--- config.mk ---
export PLATFORM = sky130hd
export DESIGN_NAME = gpu_row_byte_collector
export DESIGN_NICKNAME = d
export VERILOG_FILES = /design/src/rtl/gpu_row_pkg.sv /design/src/rtl/gpu_row_capture_slot.sv /design/src/rtl/gpu_row_byte_collector.sv
export SDC_FILE = /design/constraint.sdc
export NUM_CORES = 1
export LEC_CHECK = 0
export CAP_MARGIN = 20
export CORE_AREA = 2 2 306 308
export CTS_CLUSTER_SIZE = 12
export DETAILED_ROUTE_END_ITERATION = 10
export DIE_AREA = 0 0 308 310
export PLACE_DENSITY_LB_ADDON = 0.3
export SYNTH_ARGS = -nofsm -noshare
export SYNTH_HDL_FRONTEND = slang
export SYNTH_SLANG_ARGS = --single-unit
--- constraint.sdc ---
create_clock -name clock -period 1.4 [get_ports clock]
set_input_delay 0.21 -clock clock [delete_from_list [all_inputs] [get_ports clock]]
set_output_delay 0.21 -clock clock [all_outputs]
set_load 0.03 [all_outputs]
--- src/rtl/gpu_row_pkg.sv ---
// Shared definitions for the GPU row collector and the row disaggregator.
package gpu_row_pkg;

  localparam int LANES  = 16;
  localparam int WORD_W = 16;
  localparam int BYTE_W = 8;

  // Mask used by the disaggregator's mask-and-merge: (row & HIGH_MASK) | data.
  localparam logic [WORD_W-1:0] HIGH_MASK = 16'hff00;

  typedef enum logic {
    FILL = 1'b0,
    FULL = 1'b1
  } state_t;

  // One row: LANES words, lane i at bits [WORD_W*i +: WORD_W] when flattened.
  typedef logic [LANES-1:0][WORD_W-1:0] row_t;

endpackage

--- src/rtl/gpu_row_capture_slot.sv ---
// Single-entry valid/ready holding register for the row-buffer snapshot.
// Accepts one snapshot while empty, holds it until cleared by the consumer.
module gpu_row_capture_slot #(
  parameter int DATA_W = 256
) (
  input  logic              clock,
  input  logic              reset,
  input  logic              in_valid,
  output logic              in_ready,
  input  logic [DATA_W-1:0] in_data,
  input  logic              clear,
  output logic              full,
  output logic [DATA_W-1:0] data
);

  logic              full_q, full_d;
  logic [DATA_W-1:0] data_q, data_d;

  // Ready only while empty; clear and capture cannot coincide because
  // clear is only raised while the slot is full.
  always_comb begin
    full_d = full_q;
    data_d = data_q;
    if (clear) begin
      full_d = 1'b0;
      data_d = '0;
    end else if (in_valid && !full_q) begin
      full_d = 1'b1;
      data_d = in_data;
    end
  end

  // Slot state register.
  always_ff @(posedge clock or negedge reset) begin
    if (!reset) begin
      full_q <= 1'b0;
      data_q <= '0;
    end else begin
      full_q <= full_d;
      data_q <= data_d;
    end
  end

  assign in_ready = !full_q;
  assign full     = full_q;
  assign data     = data_q;

endmodule

--- src/rtl/gpu_row_byte_collector.sv ---
// Gathers a serial byte stream into a row of zero-extended words and pairs it
// with a captured row-buffer snapshot on one output.
//
// Handshakes: every interface transfers on a rising edge where valid and ready
// are both high. Ready never depends combinationally on valid, and once a
// valid is raised by this block its payload holds until accepted.
module gpu_row_byte_collector #(
  parameter int LANES  = gpu_row_pkg::LANES,
  parameter int WORD_W = gpu_row_pkg::WORD_W,
  parameter int BYTE_W = gpu_row_pkg::BYTE_W,
  localparam int CNT_W = $clog2(LANES + 1)
) (
  input  logic                      clock,
  input  logic                      reset,
  input  logic                      in_valid,
  output logic                      in_ready,
  input  logic [BYTE_W-1:0]         in_byte,
  input  logic                      in_last,
  input  logic                      rb_valid,
  output logic                      rb_ready,
  input  logic [LANES*WORD_W-1:0]   rb_data,
  output logic                      out_valid,
  input  logic                      out_ready,
  output logic [LANES*WORD_W-1:0]   out_data,
  output logic [LANES*WORD_W-1:0]   out_row,
  output logic [CNT_W-1:0]          out_count,
  output gpu_row_pkg::state_t       dbg_state
);

  import gpu_row_pkg::*;

  localparam int IDX_W = $clog2(LANES);
  localparam int PAD_W = WORD_W - BYTE_W;

  state_t                         state_q, state_d;
  logic [CNT_W-1:0]               cnt_q, cnt_d;
  logic [LANES-1:0][WORD_W-1:0]   lanes_q, lanes_d;

  logic                           rb_full;
  logic [LANES*WORD_W-1:0]        rb_snap;
  logic                           emit;

  assign emit = out_valid && out_ready;

  // Snapshot slot runs independently of the byte FSM; emptied on emit.
  gpu_row_capture_slot #(
    .DATA_W (LANES*WORD_W)
  ) u_slot (
    .clock    (clock),
    .reset    (reset),
    .in_valid (rb_valid),
    .in_ready (rb_ready),
    .in_data  (rb_data),
    .clear    (emit),
    .full     (rb_full),
    .data     (rb_snap)
  );

  // Next-state: emit resets the row; in FILL each accepted byte lands in
  // lane[cnt]. Lanes beyond the final count stay zero from the last clear.
  always_comb begin
    state_d = state_q;
    cnt_d   = cnt_q;
    lanes_d = lanes_q;
    if (emit) begin
      state_d = FILL;
      cnt_d   = '0;
      lanes_d = '0;
    end else if (state_q == FILL && in_valid) begin
      lanes_d[cnt_q[IDX_W-1:0]] = {{PAD_W{1'b0}}, in_byte};
      cnt_d = cnt_q + CNT_W'(1);
      if (in_last || cnt_q == CNT_W'(LANES - 1)) begin
        state_d = FULL;
      end
    end
  end

  // FSM, counter and lane registers.
  always_ff @(posedge clock or negedge reset) begin
    if (!reset) begin
      state_q <= FILL;
      cnt_q   <= '0;
      lanes_q <= '0;
    end else begin
      state_q <= state_d;
      cnt_q   <= cnt_d;
      lanes_q <= lanes_d;
    end
  end

  // All outputs come straight from registers.
  assign in_ready  = (state_q == FILL);
  assign out_valid = (state_q == FULL) && rb_full;
  assign out_data  = lanes_q;
  assign out_row   = rb_snap;
  assign out_count = cnt_q;
  assign dbg_state = state_q;

endmodule

==> flow_metrics.tcl <==
set metrics [dict create \
    power.density_cell_area_nw_per_um2 2070 \
    syn-mean-instance-area_um2 9.24 \
    cts_root_buf "sky130_fd_sc_hd__clkbuf_16" \
    whs_ns 0.0802 \
    clock_slew_at_the_register_clock_pins_of_the_worst_setup_and_hold_paths_ns 0.06 \
    worst_case_setup_margin_in_the_final_layout_ns -0.220 \
    power.internal_mw 35.2 \
    cp-end-kind "output pin" \
    drt-vias-per-instance 4.06 \
    ys_top_cells_by_area "sky130_fd_sc_hd__dfrtp_1 (56%), sky130_fd_sc_hd__nand2_1 (14%), sky130_fd_sc_hd__nand3_1 (11%)" \
    synth_simple_gate_area_share_pct 26.4 \
    power.switching_mw 25.2 \
    post_syn_instances 1897 \
    largest_net_degree_at_the_start_of_global_routing 44 \
    wirelength_mm 72.8 \
    p_clk_share_pct 20.9 \
    final_cell_count_no_fill 3897 \
    critical_path_class "reg2out" \
    postLayoutCoreUtil_pct 31.5 \
    element_type_at_the_critical_path_start "flop" \
    synth-seq-cells 391 \
    data_required_time_at_the_worst_endpoint_ns 1.19 \
    cts_tree "yes" \
    yosys_most_used_dff "sky130_fd_sc_hd__dfrtp_1" \
    grt_pass1_wl_mm 101 \
    worst-path-max-fanout 2 \
    setup_violations 366 \
    layout.filler_cells 9588 \
    cell_area_reported_after_detailed_placement_um2 26600 \
    synth.cells.most_frequent "sky130_fd_sc_hd__nand2_1 (641), sky130_fd_sc_hd__dfrtp_1 (391), sky130_fd_sc_hd__nand3_1 (380)" \
    synth_area_leader_cell "sky130_fd_sc_hd__dfrtp_1" \
    routabilityCongestion 0.784 \
    synth_top_area_share_pct 55.8 \
    violation_count_after_the_first_detailed_route_iteration 1126 \
    clock-sinks 391 \
    routed_wire_length_per_instance_um 18.7 \
    initial_core_util_pct 19.0 \
    violated_checks "setup timing" \
    p_sw_share_pct 41.7 \
    place.detailed.hpwl_mm 51.8 \
    num_vias 15800 \
    drt_first_pass_iters 5 \
    p_seq_share_pct 29.4 \
    cap_violations 0 \
    outcome "finished, violations left" \
    port-buffer-count 662 \
    synth_fa_ha_area_share_pct 0.357 \
    power.ir.vdd_worst_mv 1.08 \
    via_count_of_the_first_global_routing_pass 15600 \
    worst_ep_arrival_time_ns 1.41 \
    compound_gate_fraction_of_synth_area_pct 6.15 \
    dp_worst_setup_slack_ns -0.393 \
    areaGrowthSynthToFinish_pct 66.4 \
    track_usage_pct 13.9 \
    design.die.area_um2 95500 \
    final_cycle_utilization_of_the_critical_path_pct 116 \
    hold_path_class "in2async" \
    insertion_delay_ns 0.58 \
    cts_htree_levels 2 \
    die_h_um 310 \
    final_period_minus_worst_setup_slack_ns 1.62 \
    fmaxAchievable_mhz 617 \
    drive_above_1_share_pct 31.8 \
    floorplan.io_pins 791 \
    postSynth.asyncResetShare_pct 100 \
    floorplan.core_area_um2 92500 \
    critical_path.max_stage_delay_ns 0.42 \
    fin_nets 2937 \
    worstPathCellList "buf_8 > inv_8 > buf_6 > buf_12" \
    setup_total_negative_slack_ns -33.56 \
    pwr-share-comb_pct 49.8 \
    congestion_overflow_gr 0 \
    synth-warning-count 0 \
    power.total_mw 60.4 \
    pins_over_their_slew_limit 0 \
    synth_seq_area_share_pct 55.8 \
    ant_nets 0 \
    rsz0062_at_grt "yes" \
    slowest_library_cell_on_the_worst_path "sky130_fd_sc_hd__dfrtp_2" \
    main_combinational_cell_family_by_area_after_synthesis "simple AND/OR/NAND/NOR gates" \
    synth.area.mux_share_pct 0.114 \
    clock_skew_ns 0.00822 \
    post_synth_xor_area_fraction_pct 0.0999 \
    synthesis.area_um2 17500 \
    synth_most_common_cell "sky130_fd_sc_hd__nand2_1" \
    cts_buffers 48 \
    synth_edf_count 0 \
    yosys.cell_types.count 30 \
    die_width_um 308 \
    fin_area_um2 29200 \
    clock_tree.buffer_depth 3 \
    finalHoldViolCount 0 \
    p_leak_nw 14.4 \
    number_of_antenna_violations_at_the_first_check_in_global_routing 5 \
    place_inst 3759 \
    core.rowCount 112 \
    post-route-drc-count 0 \
    reg2reg_setup_slack_ns -0.15 \
]
-- placed cells by master (no fill, tap or decap), types with 4 or more instances in the layout --
cell,netlist,routed
sky130_fd_sc_hd__buf_2,95,40
sky130_fd_sc_hd__nand3_2,1,10
sky130_fd_sc_hd__and2_4,11,17
sky130_fd_sc_hd__nand3_1,380,370
sky130_fd_sc_hd__clkinv_2,0,5
sky130_fd_sc_hd__buf_8,0,11
sky130_fd_sc_hd__nor2_1,7,6
sky130_fd_sc_hd__buf_4,141,196
sky130_fd_sc_hd__clkbuf_8,0,11
sky130_fd_sc_hd__buf_12,0,98
sky130_fd_sc_hd__o21ai_2,112,112
sky130_fd_sc_hd__o21ai_1,16,16
sky130_fd_sc_hd__clkbuf_1,29,18
sky130_fd_sc_hd__clkbuf_16,0,64
sky130_fd_sc_hd__and3b_2,0,4
sky130_fd_sc_hd__dfrtp_1,391,378
sky130_fd_sc_hd__dfrtp_2,0,13
sky130_fd_sc_hd__nand2_1,641,640
sky130_fd_sc_hd__buf_6,21,247
sky130_fd_sc_hd__buf_16,0,6
sky130_fd_sc_hd__conb_1,1,128
sky130_fd_sc_hd__clkdlybuf4s50_1,0,268
sky130_fd_sc_hd__nand4_1,5,5
-- worst max-delay path: cells and delay by family, from the launching register on --
family	cells	cell delay, ns
buffers and inverters	4	0.40
DFF	1	0.42
-- logic make-up after synthesis --
| group | count (synthesis) |
|---|---|
| AOI/OAI and AO/OA | 131 |
| xor gates and xnor gates | 2 |
| adders and majority gates | 5 |
| buffers and inverters | 299 |
| DFF | 391 |
| muxes | 2 |
| other | 1 |
| and+or+nand+nor | 1066 |
-- registers in the layout, summed over array words and instances, names as in the netlist --
name and cells:
dbg_state 1, out_count 5, out_data 128, u_slot.data 256, u_slot.full 1
-- cell type report --
type | count | area, µm² | share of cell area (%)
clock inverter | 9 | 124 | 0.425
multi-input combinational | 1334 | 6450 | 22.1
tap | 1197 | 1500 | 5.13
antenna | 1 | 2.50 | 0.00858
inverter | 5 | 33.8 | 0.116
clock buffer | 78 | 1450 | 4.95
timing repair buffer | 882 | 9810 | 33.6
sequential | 391 | 9800 | 33.6
-- per-layer routing --
metal / wire length (µm) / vias up / GRT usage (%)
met5: 58 / - / 0
met4: 1890 / 8 / 4.49
met3: 5790 / 96 / 4.15
met2: 34800 / 598 / 22.7
met1: 30200 / 7680 / 17.5
li1: - / 7447 / -
-- power by group through the flow --
stage	logic, mW	registers (mW)	clock network, mW
after floorplan	7.48	24.4	0
after global placement	28.4	17.5	0
after detailed placement	28.4	17.5	0
after CTS	28.9	17.7	13.1
after global routing	32.0	18.2	13.5
final	30.1	17.7	12.6
-- final timing paths --
kind                                              start                           end  cells past startpoint
min reg2reg                u_slot.data[116]$_DFFE_PN0P_  u_slot.data[116]$_DFFE_PN0P_                      2
max in group asynchronous                         reset  u_slot.data[163]$_DFFE_PN0P_                      4
max reg2reg                       dbg_state$_DFFE_PN0P_     out_data[116]$_DFFE_PN0P_                      7
min in group clock                          rb_data[60]   u_slot.data[60]$_DFFE_PN0P_                      3
min                                               reset     out_data[214]$_DFFE_PN0P_                      2
max                               dbg_state$_DFFE_PN0P_                      in_ready                      4
-- timing repair --
item / in CTS / in global routing
endpoints found under the hold margin: 296 / 0
buffers inserted: 26 / 8
pin swaps: 16 / 5
hold buffers: 1 / 0
cloned: 0 / 17
gates resized for setup: 2215 / 49
endpoints found under the setup margin: 650 / 588
Note: power is estimated with default switching activity, not from simulation.
